`config.mk`:
```
export PLATFORM = sky130hd
export DESIGN_NAME = id_ctrl_stage_flat
export DESIGN_NICKNAME = d
export VERILOG_FILES = /design/src/rtl/id_ctrl_stage_pkg.sv /design/src/rtl/id_ctrl_stage_if.sv /design/src/rtl/id_ctrl_stage_decode.sv /design/src/rtl/id_ctrl_stage.sv /design/src/flat_wrapper.sv
export SDC_FILE = /design/constraint.sdc
export NUM_CORES = 1
export LEC_CHECK = 0
export ABC_AREA = 1
export CORE_ASPECT_RATIO = 0.75
export CORE_MARGIN = 4
export CORE_UTILIZATION = 60
export CTS_CLUSTER_DIAMETER = 30
export DETAILED_ROUTE_END_ITERATION = 12
export DONT_BUFFER_PORTS = 1
export PLACE_DENSITY = 0.87
export SYNTH_ARGS = -nofsm -noshare
export SYNTH_HDL_FRONTEND = slang
export SYNTH_SLANG_ARGS = --single-unit
```
`constraint.sdc`:
```
create_clock -name clk_i -period 2.7 [get_ports clk_i]
set_input_delay 0.54 -clock clk_i [delete_from_list [all_inputs] [get_ports clk_i]]
set_output_delay 0.54 -clock clk_i [all_outputs]
set_load 0.01 [all_outputs]
```
`src/rtl/id_ctrl_stage_pkg.sv`:
```
`default_nettype none
// ============================================================================
// Module      : rv_ctrl_pkg
// Description : Shared definitions for the ID-stage control path. Holds the RV
//               opcode constants, the ALU-class encodings, the hazard FSM
//               state type and the packed control bundle carried into ID/EX.
// Revision    : 1.0 - initial release
// ============================================================================
package rv_ctrl_pkg;

  // Major opcodes (instr[6:0])
  localparam logic [6:0] c_OP_LOAD   = 7'b0000011;
  localparam logic [6:0] c_OP_STORE  = 7'b0100011;
  localparam logic [6:0] c_OP_BRANCH = 7'b1100011;
  localparam logic [6:0] c_OP_IMM    = 7'b0010011;
  localparam logic [6:0] c_OP_REG    = 7'b0110011;
  localparam logic [6:0] c_OP_JAL    = 7'b1101111;
  localparam logic [6:0] c_OP_JALR   = 7'b1100111;

  // ALU class encodings
  localparam logic [1:0] c_ALU_ADD    = 2'b00;
  localparam logic [1:0] c_ALU_BRANCH = 2'b01;
  localparam logic [1:0] c_ALU_RTYPE  = 2'b10;
  localparam logic [1:0] c_ALU_ITYPE  = 2'b11;

  // Load-use hazard FSM
  typedef enum logic [0:0] {
    ST_RUN  = 1'b0,
    ST_HOLD = 1'b1
  } state_e;

  // Control bundle registered into ID/EX
  typedef struct packed {
    logic       reg_write;
    logic       alu_src;
    logic       branch;
    logic       mem_read;
    logic       mem_write;
    logic       mem_to_reg;
    logic       jal;
    logic       jalr;
    logic       illegal;
    logic [1:0] alu_op;
  } ctrl_t;

  localparam int    c_CTRL_W   = $bits(ctrl_t);
  localparam ctrl_t c_CTRL_NOP = '0;

  // Build a legal control word from the flag vector
  // {RegWrite, ALUSrc, Branch, MemRead, MemWrite, MemtoReg, JAL, JALR}.
  function automatic ctrl_t mk_ctrl(input logic [7:0] flags, input logic [1:0] alu);
    ctrl_t c;
    c            = c_CTRL_NOP;
    c.reg_write  = flags[7];
    c.alu_src    = flags[6];
    c.branch     = flags[5];
    c.mem_read   = flags[4];
    c.mem_write  = flags[3];
    c.mem_to_reg = flags[2];
    c.jal        = flags[1];
    c.jalr       = flags[0];
    c.alu_op     = alu;
    return c;
  endfunction

endpackage
`default_nettype wire

```
`src/rtl/id_ctrl_stage_if.sv`:
```
`default_nettype none
// ============================================================================
// Module      : id_ctrl_stage_if
// Description : Bundle between the IF/ID side, the ID control stage and EX.
//               master drives instruction/handshake, slave (the stage) drives
//               the stall request and the registered ID/EX control fields.
// Ports       : instr_i, instr_vld_i, stall_i, flush_i  (master -> slave)
//               stall_o, vld_o, control fields, ALU_op_o, rd_o, illegal_o
//                                                      (slave -> master)
// Revision    : 1.0 - initial release
// ============================================================================
interface id_ctrl_stage_if #(
  parameter int REG_AW  = 5,
  parameter int ALUOP_W = 2
);
  logic [31:0]        instr_i;
  logic               instr_vld_i;
  logic               stall_i;
  logic               flush_i;

  logic               stall_o;
  logic               vld_o;
  logic               RegWrite_o;
  logic               ALUSrc_o;
  logic               Branch_o;
  logic               MemRead_o;
  logic               MemWrite_o;
  logic               MemtoReg_o;
  logic               JALornot_o;
  logic               Jalr_o;
  logic [ALUOP_W-1:0] ALU_op_o;
  logic [REG_AW-1:0]  rd_o;
  logic               illegal_o;

  modport master (
    output instr_i, instr_vld_i, stall_i, flush_i,
    input  stall_o, vld_o, RegWrite_o, ALUSrc_o, Branch_o, MemRead_o,
           MemWrite_o, MemtoReg_o, JALornot_o, Jalr_o, ALU_op_o, rd_o,
           illegal_o
  );

  modport slave (
    input  instr_i, instr_vld_i, stall_i, flush_i,
    output stall_o, vld_o, RegWrite_o, ALUSrc_o, Branch_o, MemRead_o,
           MemWrite_o, MemtoReg_o, JALornot_o, Jalr_o, ALU_op_o, rd_o,
           illegal_o
  );
endinterface
`default_nettype wire

```
`src/rtl/id_ctrl_stage_decode.sv`:
```
`default_nettype none
// ============================================================================
// Module      : ctrl_decode
// Description : Purely combinational opcode -> control table, plus flags that
//               say which source registers the instruction actually reads.
// Ports       : i_opcode  in  7   instr[6:0]
//               o_ctrl    out     control bundle (illegal set for unknown op)
//               o_use_rs1 out 1   instruction reads rs1
//               o_use_rs2 out 1   instruction reads rs2
// Revision    : 1.0 - initial release
// ============================================================================
module ctrl_decode
  import rv_ctrl_pkg::*;
#(
  parameter int EN_JALR = 1
) (
  input  wire [6:0] i_opcode,
  output ctrl_t     o_ctrl,
  output logic      o_use_rs1,
  output logic      o_use_rs2
);

  always_comb begin
    o_ctrl    = c_CTRL_NOP;
    o_use_rs1 = 1'b0;
    o_use_rs2 = 1'b0;
    case (i_opcode)
      c_OP_LOAD: begin
        o_ctrl    = mk_ctrl(8'b1101_0100, c_ALU_ADD);
        o_use_rs1 = 1'b1;
      end
      c_OP_STORE: begin
        o_ctrl    = mk_ctrl(8'b0100_1000, c_ALU_ADD);
        o_use_rs1 = 1'b1;
        o_use_rs2 = 1'b1;
      end
      c_OP_BRANCH: begin
        o_ctrl    = mk_ctrl(8'b0010_0000, c_ALU_BRANCH);
        o_use_rs1 = 1'b1;
        o_use_rs2 = 1'b1;
      end
      c_OP_IMM: begin
        o_ctrl    = mk_ctrl(8'b1100_0000, c_ALU_ITYPE);
        o_use_rs1 = 1'b1;
      end
      c_OP_REG: begin
        o_ctrl    = mk_ctrl(8'b1000_0000, c_ALU_RTYPE);
        o_use_rs1 = 1'b1;
        o_use_rs2 = 1'b1;
      end
      c_OP_JAL: begin
        // JAL has no register source: bits [19:15] are immediate
        o_ctrl    = mk_ctrl(8'b1010_0010, c_ALU_ADD);
      end
      c_OP_JALR: begin
        if (EN_JALR != 0) begin
          o_ctrl    = mk_ctrl(8'b1100_0011, c_ALU_ADD);
          o_use_rs1 = 1'b1;
        end else begin
          o_ctrl.illegal = 1'b1;
        end
      end
      default: begin
        o_ctrl.illegal = 1'b1;
      end
    endcase
  end

endmodule
`default_nettype wire

```
`src/rtl/id_ctrl_stage.sv`:
```
`default_nettype none
// ============================================================================
// Module      : id_ctrl_stage
// Description : ID-stage control path. Decodes the instruction, detects
//               load-use hazards against the load sitting in EX, inserts
//               LOAD_LAT bubbles per hazard and registers the control fields
//               into ID/EX. Flush beats downstream stall beats hazard.
// Ports       : clk_i  in  1   clock, rising edge
//               rst_i  in  1   asynchronous reset, active low
//               bus    slave   instruction in, stall_o + ID/EX fields out
// Revision    : 1.0 - initial release
// ============================================================================
module id_ctrl_stage
  import rv_ctrl_pkg::*;
#(
  parameter int REG_AW   = 5,
  parameter int ALUOP_W  = 2,
  parameter int LOAD_LAT = 1,   // 1..7
  parameter int EN_JALR  = 1
) (
  input  wire            clk_i,
  input  wire            rst_i,
  id_ctrl_stage_if.slave bus
);

  localparam bit         c_NEED_HOLD = (LOAD_LAT > 1);
  localparam logic [2:0] c_HOLD_CNT  = 3'(LOAD_LAT - 1);

  // Decode
  ctrl_t             w_dec;
  logic              w_use_rs1;
  logic              w_use_rs2;
  logic [REG_AW-1:0] w_rs1;
  logic [REG_AW-1:0] w_rs2;
  logic [REG_AW-1:0] w_rd;
  logic              w_unused_instr;

  ctrl_decode #(
    .EN_JALR (EN_JALR)
  ) u_decode (
    .i_opcode  (bus.instr_i[6:0]),
    .o_ctrl    (w_dec),
    .o_use_rs1 (w_use_rs1),
    .o_use_rs2 (w_use_rs2)
  );

  assign w_rd  = bus.instr_i[7  +: REG_AW];
  assign w_rs1 = bus.instr_i[15 +: REG_AW];
  assign w_rs2 = bus.instr_i[20 +: REG_AW];
  // funct3/funct7 and immediates are consumed further down the pipe
  assign w_unused_instr = ^bus.instr_i;

  // ID/EX register
  logic              r_vld;
  ctrl_t             r_ctrl;
  logic [REG_AW-1:0] r_rd;

  // FSM
  state_e     r_state;
  state_e     w_state_nxt;
  logic [2:0] r_cnt;
  logic [2:0] w_cnt_nxt;

  logic w_hazard;
  logic w_stall;
  logic w_bubble;
  logic w_idex_en;

  // Load in EX writing a register this instruction reads. x0 never hazards.
  assign w_hazard = bus.instr_vld_i & r_vld & r_ctrl.mem_read &
                    (r_rd != '0) &
                    ((w_use_rs1 & (w_rs1 == r_rd)) |
                     (w_use_rs2 & (w_rs2 == r_rd)));

  // State register
  always_ff @(posedge clk_i or negedge rst_i) begin
    if (!rst_i) begin
      r_state <= ST_RUN;
      r_cnt   <= 3'd0;
    end else begin
      r_state <= w_state_nxt;
      r_cnt   <= w_cnt_nxt;
    end
  end

  // Next state
  always_comb begin
    w_state_nxt = r_state;
    w_cnt_nxt   = r_cnt;
    if (bus.flush_i) begin
      w_state_nxt = ST_RUN;
      w_cnt_nxt   = 3'd0;
    end else if (!bus.stall_i) begin
      case (r_state)
        ST_RUN: begin
          // Single-bubble loads need no HOLD: the bubble itself clears EX
          if (w_hazard && c_NEED_HOLD) begin
            w_state_nxt = ST_HOLD;
            w_cnt_nxt   = c_HOLD_CNT;
          end
        end
        ST_HOLD: begin
          w_cnt_nxt = r_cnt - 3'd1;
          if (r_cnt == 3'd1) begin
            w_state_nxt = ST_RUN;
          end
        end
        default: begin
          w_state_nxt = ST_RUN;
          w_cnt_nxt   = 3'd0;
        end
      endcase
    end
  end

  // Outputs: stall request and ID/EX load control
  always_comb begin
    w_stall   = 1'b0;
    w_bubble  = 1'b0;
    w_idex_en = 1'b1;
    if (bus.flush_i) begin
      w_bubble = 1'b1;
    end else if (bus.stall_i) begin
      w_stall   = 1'b1;
      w_idex_en = 1'b0;
    end else if (r_state == ST_HOLD) begin
      w_stall  = 1'b1;
      w_bubble = 1'b1;
    end else if (w_hazard) begin
      w_stall  = 1'b1;
      w_bubble = 1'b1;
    end
  end

  // ID/EX register
  always_ff @(posedge clk_i or negedge rst_i) begin
    if (!rst_i) begin
      r_vld  <= 1'b0;
      r_ctrl <= c_CTRL_NOP;
      r_rd   <= '0;
    end else if (w_idex_en) begin
      if (w_bubble || !bus.instr_vld_i) begin
        r_vld  <= 1'b0;
        r_ctrl <= c_CTRL_NOP;
        r_rd   <= '0;
      end else begin
        r_vld  <= 1'b1;
        r_ctrl <= w_dec;
        r_rd   <= w_rd;
      end
    end
  end

  assign bus.stall_o    = w_stall;
  assign bus.vld_o      = r_vld;
  assign bus.RegWrite_o = r_ctrl.reg_write;
  assign bus.ALUSrc_o   = r_ctrl.alu_src;
  assign bus.Branch_o   = r_ctrl.branch;
  assign bus.MemRead_o  = r_ctrl.mem_read;
  assign bus.MemWrite_o = r_ctrl.mem_write;
  assign bus.MemtoReg_o = r_ctrl.mem_to_reg;
  assign bus.JALornot_o = r_ctrl.jal;
  assign bus.Jalr_o     = r_ctrl.jalr;
  assign bus.ALU_op_o   = ALUOP_W'(r_ctrl.alu_op);
  assign bus.rd_o       = r_rd;
  assign bus.illegal_o  = r_ctrl.illegal;

endmodule
`default_nettype wire

```
`src/flat_wrapper.sv`:
```
// flat-port wrapper written by rule: the top's interface ports become plain ports
module id_ctrl_stage_flat import rv_ctrl_pkg::*;
#(
  parameter int REG_AW   = 5,
  parameter int ALUOP_W  = 2,
  parameter int LOAD_LAT = 1,          
  parameter int EN_JALR  = 1
)
  (clk_i, rst_i, bus_instr_i, bus_instr_vld_i, bus_stall_i, bus_flush_i, bus_stall_o, bus_vld_o, bus_RegWrite_o, bus_ALUSrc_o, bus_Branch_o, bus_MemRead_o, bus_MemWrite_o, bus_MemtoReg_o, bus_JALornot_o, bus_Jalr_o, bus_ALU_op_o, bus_rd_o, bus_illegal_o);
  id_ctrl_stage_if #(.REG_AW(REG_AW), .ALUOP_W(ALUOP_W)) bus_i ();
  input  wire clk_i;
  input  wire rst_i;
  input wire logic [$bits(bus_i.instr_i)-1:0] bus_instr_i;
  input wire logic [$bits(bus_i.instr_vld_i)-1:0] bus_instr_vld_i;
  input wire logic [$bits(bus_i.stall_i)-1:0] bus_stall_i;
  input wire logic [$bits(bus_i.flush_i)-1:0] bus_flush_i;
  output wire logic [$bits(bus_i.stall_o)-1:0] bus_stall_o;
  output wire logic [$bits(bus_i.vld_o)-1:0] bus_vld_o;
  output wire logic [$bits(bus_i.RegWrite_o)-1:0] bus_RegWrite_o;
  output wire logic [$bits(bus_i.ALUSrc_o)-1:0] bus_ALUSrc_o;
  output wire logic [$bits(bus_i.Branch_o)-1:0] bus_Branch_o;
  output wire logic [$bits(bus_i.MemRead_o)-1:0] bus_MemRead_o;
  output wire logic [$bits(bus_i.MemWrite_o)-1:0] bus_MemWrite_o;
  output wire logic [$bits(bus_i.MemtoReg_o)-1:0] bus_MemtoReg_o;
  output wire logic [$bits(bus_i.JALornot_o)-1:0] bus_JALornot_o;
  output wire logic [$bits(bus_i.Jalr_o)-1:0] bus_Jalr_o;
  output wire logic [$bits(bus_i.ALU_op_o)-1:0] bus_ALU_op_o;
  output wire logic [$bits(bus_i.rd_o)-1:0] bus_rd_o;
  output wire logic [$bits(bus_i.illegal_o)-1:0] bus_illegal_o;
  assign bus_i.instr_i = bus_instr_i;
  assign bus_i.instr_vld_i = bus_instr_vld_i;
  assign bus_i.stall_i = bus_stall_i;
  assign bus_i.flush_i = bus_flush_i;
  assign bus_stall_o = bus_i.stall_o;
  assign bus_vld_o = bus_i.vld_o;
  assign bus_RegWrite_o = bus_i.RegWrite_o;
  assign bus_ALUSrc_o = bus_i.ALUSrc_o;
  assign bus_Branch_o = bus_i.Branch_o;
  assign bus_MemRead_o = bus_i.MemRead_o;
  assign bus_MemWrite_o = bus_i.MemWrite_o;
  assign bus_MemtoReg_o = bus_i.MemtoReg_o;
  assign bus_JALornot_o = bus_i.JALornot_o;
  assign bus_Jalr_o = bus_i.Jalr_o;
  assign bus_ALU_op_o = bus_i.ALU_op_o;
  assign bus_rd_o = bus_i.rd_o;
  assign bus_illegal_o = bus_i.illegal_o;
  id_ctrl_stage #(.REG_AW(REG_AW), .ALUOP_W(ALUOP_W), .LOAD_LAT(LOAD_LAT), .EN_JALR(EN_JALR)) u_core (.clk_i(clk_i), .rst_i(rst_i), .bus(bus_i));
endmodule
```
# Word level (Yosys, flattened, before mapping)

Cells that the tools add are included.

Register bits: 21
Bits of input ports: 37
Logic and storage cells: 64

Bitwise logic cells: 7
Mux-type cells: 23
Equality and inequality tests: 11
$add $sub $neg: 1
Reduce and logical (&&, ||, !) cells: 8

Operators by type and width:

| kind                                                                  | count |
|---|---|
| 8-bit one-hot mux with 7 select lines                                 | 1 |
| 7-bit equality test, second input constant                            | 3 |
| 1-bit 2-to-1 mux                                                      | 16 |
| 7-bit by 6-bit equality test with 1-bit output, second input constant | 2 |
| 11-bit 2-to-1 mux                                                     | 1 |
| 5-bit equality test                                                   | 2 |
| 3-bit 2-to-1 mux                                                      | 3 |
| 7-bit by 2-bit equality test with 1-bit output, second input constant | 1 |
| 7-bit by 5-bit equality test with 1-bit output, second input constant | 1 |
| 7-bit OR reduction                                                    | 1 |
| 1-bit bitwise AND                                                     | 6 |
| 2-bit one-hot mux with 3 select lines                                 | 1 |
| 6-bit OR reduction                                                    | 1 |
| 5-bit 2-to-1 mux                                                      | 1 |
| 5-bit nonzero test                                                    | 1 |
| 3-bit by 1-bit equality test with 1-bit output, second input constant | 1 |
| 3-bit OR reduction                                                    | 1 |
| 3-bit by 1-bit subtractor with 3-bit output, second input constant    | 1 |
| 2-bit by 1-bit != test with 1-bit output, second input constant       | 1 |
| 2-bit AND reduction                                                   | 1 |
| 2-bit nonzero test                                                    | 1 |
| 1-bit zero test                                                       | 1 |
| 1-bit logical OR                                                      | 1 |
| 1-bit OR                                                              | 1 |

# Depth between registers and ports, before layout

Depth in word-level cells: 12
Gate-level depth with buffers: 11
Mapped depth without buffers: 11

# Modules after synthesis

A second synthesis with hierarchy kept.

Cell total of the unflattened synthesis: 214
Area, all modules: 1405.1 µm²

Modules (own cells, without submodules):

| module        | cells each | instances | seq. area each (µm²) | area an instance (µm²) |
|---|---|---|---|---|
| id_ctrl_stage | 162        | 1         | 525.5                | 1173.6 |
| ctrl_decode   | 52         | 1         | 0.0                  | 231.5 |

# Worst setup path before layout

No wires, ideal clock.

Path kind: input -> output
Start point: in bus_instr_i[1]
End point: out bus_stall_o
Path slack: 648 ps
Data required time: 2160 ps
Data arrival time: 1512 ps
Stages on the path: 10
Buffers on the path: 0
Path through: nand2_1 > inv_1 > nand2_1 > inv_1 > nand2_1 > nand2_1 > nand3_1 > nand2_2 > a21oi_4 > o21ai_0

Longest elaborated chain between the ends: 10

RTL lines:

| what                                                               | RTL line                                 | source |
|---|---|---|
| from (decl)                                                        | flat_wrapper.sv:13                       | `input wire logic [$bits(bus_i.instr_i)-1:0] bus_instr_i;` |
| 7-bit equality test (tied with other cells)                        | id_ctrl_stage_decode.sv:27               | `case (i_opcode)` |
| 6-bit OR reduction (no line) or 3-bit OR reduction (tied branches) | n/a                                      |  |
| 1-bit 2-to-1 mux, on equally long branches                         | n/a                                      |  |
| 1-bit bitwise AND, on equally long branches                        | id_ctrl_stage.sv:72, id_ctrl_stage.sv:73 |  |
| 1-bit OR (*)                                                       | id_ctrl_stage.sv:72                      | `((w_use_rs1 & (w_rs1 == r_rd)) \|` |
| 1-bit bitwise AND (*)                                              | id_ctrl_stage.sv:71                      | `(r_rd != '0) &` |
| 1-bit 2-to-1 mux (*)                                               | id_ctrl_stage.sv:129                     | `end else if (w_hazard) begin` |
| 1-bit 2-to-1 mux (*)                                               | id_ctrl_stage.sv:126                     | `end else if (r_state == ST_HOLD) begin` |
| 1-bit 2-to-1 mux (*)                                               | id_ctrl_stage.sv:123                     | `end else if (bus.stall_i) begin` |
| 1-bit 2-to-1 mux (*)                                               | id_ctrl_stage.sv:121                     | `if (bus.flush_i) begin` |
| to (decl)                                                          | flat_wrapper.sv:17                       | `output wire logic [$bits(bus_i.stall_o)-1:0] bus_stall_o;` |

Every way passes the cells marked *; elsewhere a longest branch is shown, timed or not.

# Worst setup path after layout

Start point: reg u_core.r_rd[4] (netlist: u_core.bus.rd_o[4])
End point: out bus_stall_o

Longest elaborated chain between the ends: 8

RTL lines:

| what                                          | RTL line                                 | source |
|---|---|---|
| from (decl)                                   | id_ctrl_stage.sv:56                      | `logic [REG_AW-1:0] r_rd;` |
| from (signal assigned)                        | id_ctrl_stage.sv:149                     | `r_rd <= w_rd;` |
| 5-bit equality test, on equally long branches | id_ctrl_stage.sv:72, id_ctrl_stage.sv:73 |  |
| 1-bit bitwise AND, on equally long branches   | id_ctrl_stage.sv:72, id_ctrl_stage.sv:73 |  |
| 1-bit OR                                      | id_ctrl_stage.sv:72                      |  |
| 1-bit bitwise AND (*)                         | id_ctrl_stage.sv:71                      |  |
| 1-bit 2-to-1 mux (*)                          | id_ctrl_stage.sv:129                     |  |
| 1-bit 2-to-1 mux (*)                          | id_ctrl_stage.sv:126                     |  |
| 1-bit 2-to-1 mux (*)                          | id_ctrl_stage.sv:123                     |  |
| 1-bit 2-to-1 mux (*)                          | id_ctrl_stage.sv:121                     |  |

Marks and branches as above.

==> results_dict.tcl <==
set metrics [dict create \
    p_switching_mw 0.145 \
    cts_buffer_depth 2 \
    cp.required_ns 2.16 \
    insertion_delay_ns 0.31 \
    nets 209 \
    synth_cell_types 24 \
    busiest_layer "met2" \
    htreeDepth 1 \
    yosys_warnings 0 \
    drv_cap 0 \
    drt_first_pass_iters 4 \
    synth.top_cell.area_share 0.417 \
    ios 55 \
    start_kind "flop" \
    tightest_slew_ns 0.905 \
    clock_skew_ns 0.00597 \
    cp.arrival_ns 1.95 \
    worst-path-max-fanout 10 \
    viasPerCell 5.75 \
    syn_to_final_growth_pct 7.40 \
    ir_drop_mv 0.488 \
    synth_seq_area_share 0.417 \
    syn_nets 204 \
    fin_tns_setup_ns 0 \
    p_leak_nw 0.706 \
    start_util 0.665 \
    gp_congestion 0.839 \
    finalCriticalPeriod_ns 2.49 \
    clock_sinks 20 \
    largest_reg_flops 5 \
    crit_type "reg2out" \
    finalSetupViolCount 0 \
    synthesis.instances 165 \
    cp-end-kind "output port" \
    stdcell_count 191 \
    ys.flop_type "dfrtp_1" \
    port-buffer-count 0 \
    post_cts_buffers 0 \
    seqPwrFrac 0.506 \
    synth_edf_count 0 \
    dp_hpwl_um 2310 \
    die_area_um2 2790 \
    core_region_area_um2 1810 \
    cts-root-buf "clkbuf_4" \
    power_per_cell_area_nw_per_um2 479 \
    die_y_um 46.7 \
    wl_um 2950 \
    drcViolationCount 0 \
    drt_iter0_drc 69 \
    grt_use_met3 0.0879 \
    dp.cells 186 \
    grt-ovfl-total 0 \
    numCtsBuffers 3 \
    slew_violations 0 \
    hold_ws_ns 0.275 \
    grt_pass1_wl_um 4650 \
    max_freq_mhz 401 \
    final.period_utilization 0.924 \
    synth_area_leaders "dfrtp_1 (42%), nand2_1 (14%), inv_1 (6.9%)" \
    track_usage 0.231 \
    post_dp_cell_area_um2 1230 \
    rows 13 \
    switching_share 0.235 \
    intPower_mw 0.473 \
    fin_area_um2 1290 \
    grt_pass1_vias 1038 \
    antenna_found_initial 0 \
    async_flop_share 1.00 \
    num_vias 1098 \
    dieWidth_um 59.6 \
    cts_resized 0 \
    max_slew_margin 0.395 \
    comb_power_share 0.086 \
    syn_area_per_cell_um2 7.27 \
    outcome "finished clean" \
    synth_common_cells "nand2_1 (44), inv_1 (22), dfrtp_1 (20)" \
    rsz0062_at_grt "false" \
    min-delay-path-class "in2reg" \
    post-synth-top-area-cell "dfrtp_1" \
    pwr-share-clk 0.408 \
    synth-seq-cells 20 \
    synthesis.area_um2 1200 \
    wl_per_cell_um 15.4 \
    clk_pin_slew_worst_paths_ns 0.12 \
    ant_nets 0 \
    drive_above_1_share 0.0710 \
    yosysMostFrequentCell "nand2_1" \
    diodes 0 \
    use_met1 0.273 \
    cts_tree "done" \
    grt_max_degree 21 \
    hold_viol 0 \
    ctsHoldBuffers 1 \
    met2_usage 0.410 \
]
## per-layer routing
layer | vias to the layer above | wire length [um]
met5 | - | 0
met4 | 0 | 27
met1 | 504 | 1090
met2 | 57 | 1460
met3 | 4 | 367
li1 | 533 | -
## cell families after synthesis
family,synth area share
compound gates,0.0897
xor+xnor,0.0511
fa+ha+maj,0.0209
buf+inv,0.0886
flops,0.417
simple gates,0.333
## final cells by class
cell class / instances / area, um^2
sequential: 20 / 500
fill: 147 / 517
clock inverter: 1 / 30.0
inverter: 24 / 90.1
tap: 22 / 27.5
clock buffer: 3 / 22.5
timing repair buffer: 3 / 25.0
multi-input combinational: 118 / 593
## worst paths after layout
check,start,to,slack [ns],depth (start not counted)
max in group asynchronous,rst_i,u_core.r_cnt[0],1.36,1
min in group asynchronous,rst_i,u_core.bus.Jalr_o,0.78,1
hold reg to reg,u_core.bus.Jalr_o,u_core.bus.Jalr_o,0.56,2
setup reg to reg,u_core.bus.rd_o[4],u_core.bus.RegWrite_o,1.03,11
setup / recovery,u_core.bus.rd_o[4],bus_stall_o,0.21,10
hold / removal,bus_flush_i,u_core.r_cnt[0],0.28,1
## worst max-delay path, cell delays in order, from the launching register on
cell	delay, ns
dfrtp_1	0.49
inv_1	0.10
nand2_1	0.06
o21ai_0	0.07
nor2_1	0.12
nand2_1	0.06
nor2_1	0.09
nand2_1	0.07
nand2_2	0.08
a21oi_4	0.10
o21ai_0	0.38
## metrics by stage
step,setup slack (ns),total power [mW],util
6_report,0.206,0.618,0.714
5_1_grt,0.0531,0.644,0.714
4_1_cts,0.196,0.619,0.714
3_5_place_dp,0.410,0.364,0.679
3_3_place_gp,0.484,0.361,0.679
2_1_floorplan,0.648,0.353,-
## layout by cell type (no fill, tap or decap), types with 2 or more instances in the layout
master    count
clkbuf_4      3
nor3_1        2
nand3_1      13
nand4_1      10
nand2_1      44
a21oi_1       3
ha_1          2
dfrtp_1      20
o21ai_0      12
xor2_1        5
inv_1        22
buf_4         2
nor2_1       18
xnor2_1       2
## power groups by stage
| stage | sequential (mW) | clock [mW] | combinational [mW] |
|---|---|---|---|
| 2_1_floorplan | 0.317 | 0 | 0.0357 |
| 3_3_place_gp | 0.318 | 0 | 0.0430 |
| 3_5_place_dp | 0.319 | 0 | 0.0453 |
| 4_1_cts | 0.313 | 0.253 | 0.0528 |
| 5_1_grt | 0.314 | 0.270 | 0.0601 |
| 6_report | 0.313 | 0.252 | 0.0528 |
Power figures use the tool's default switching activity.
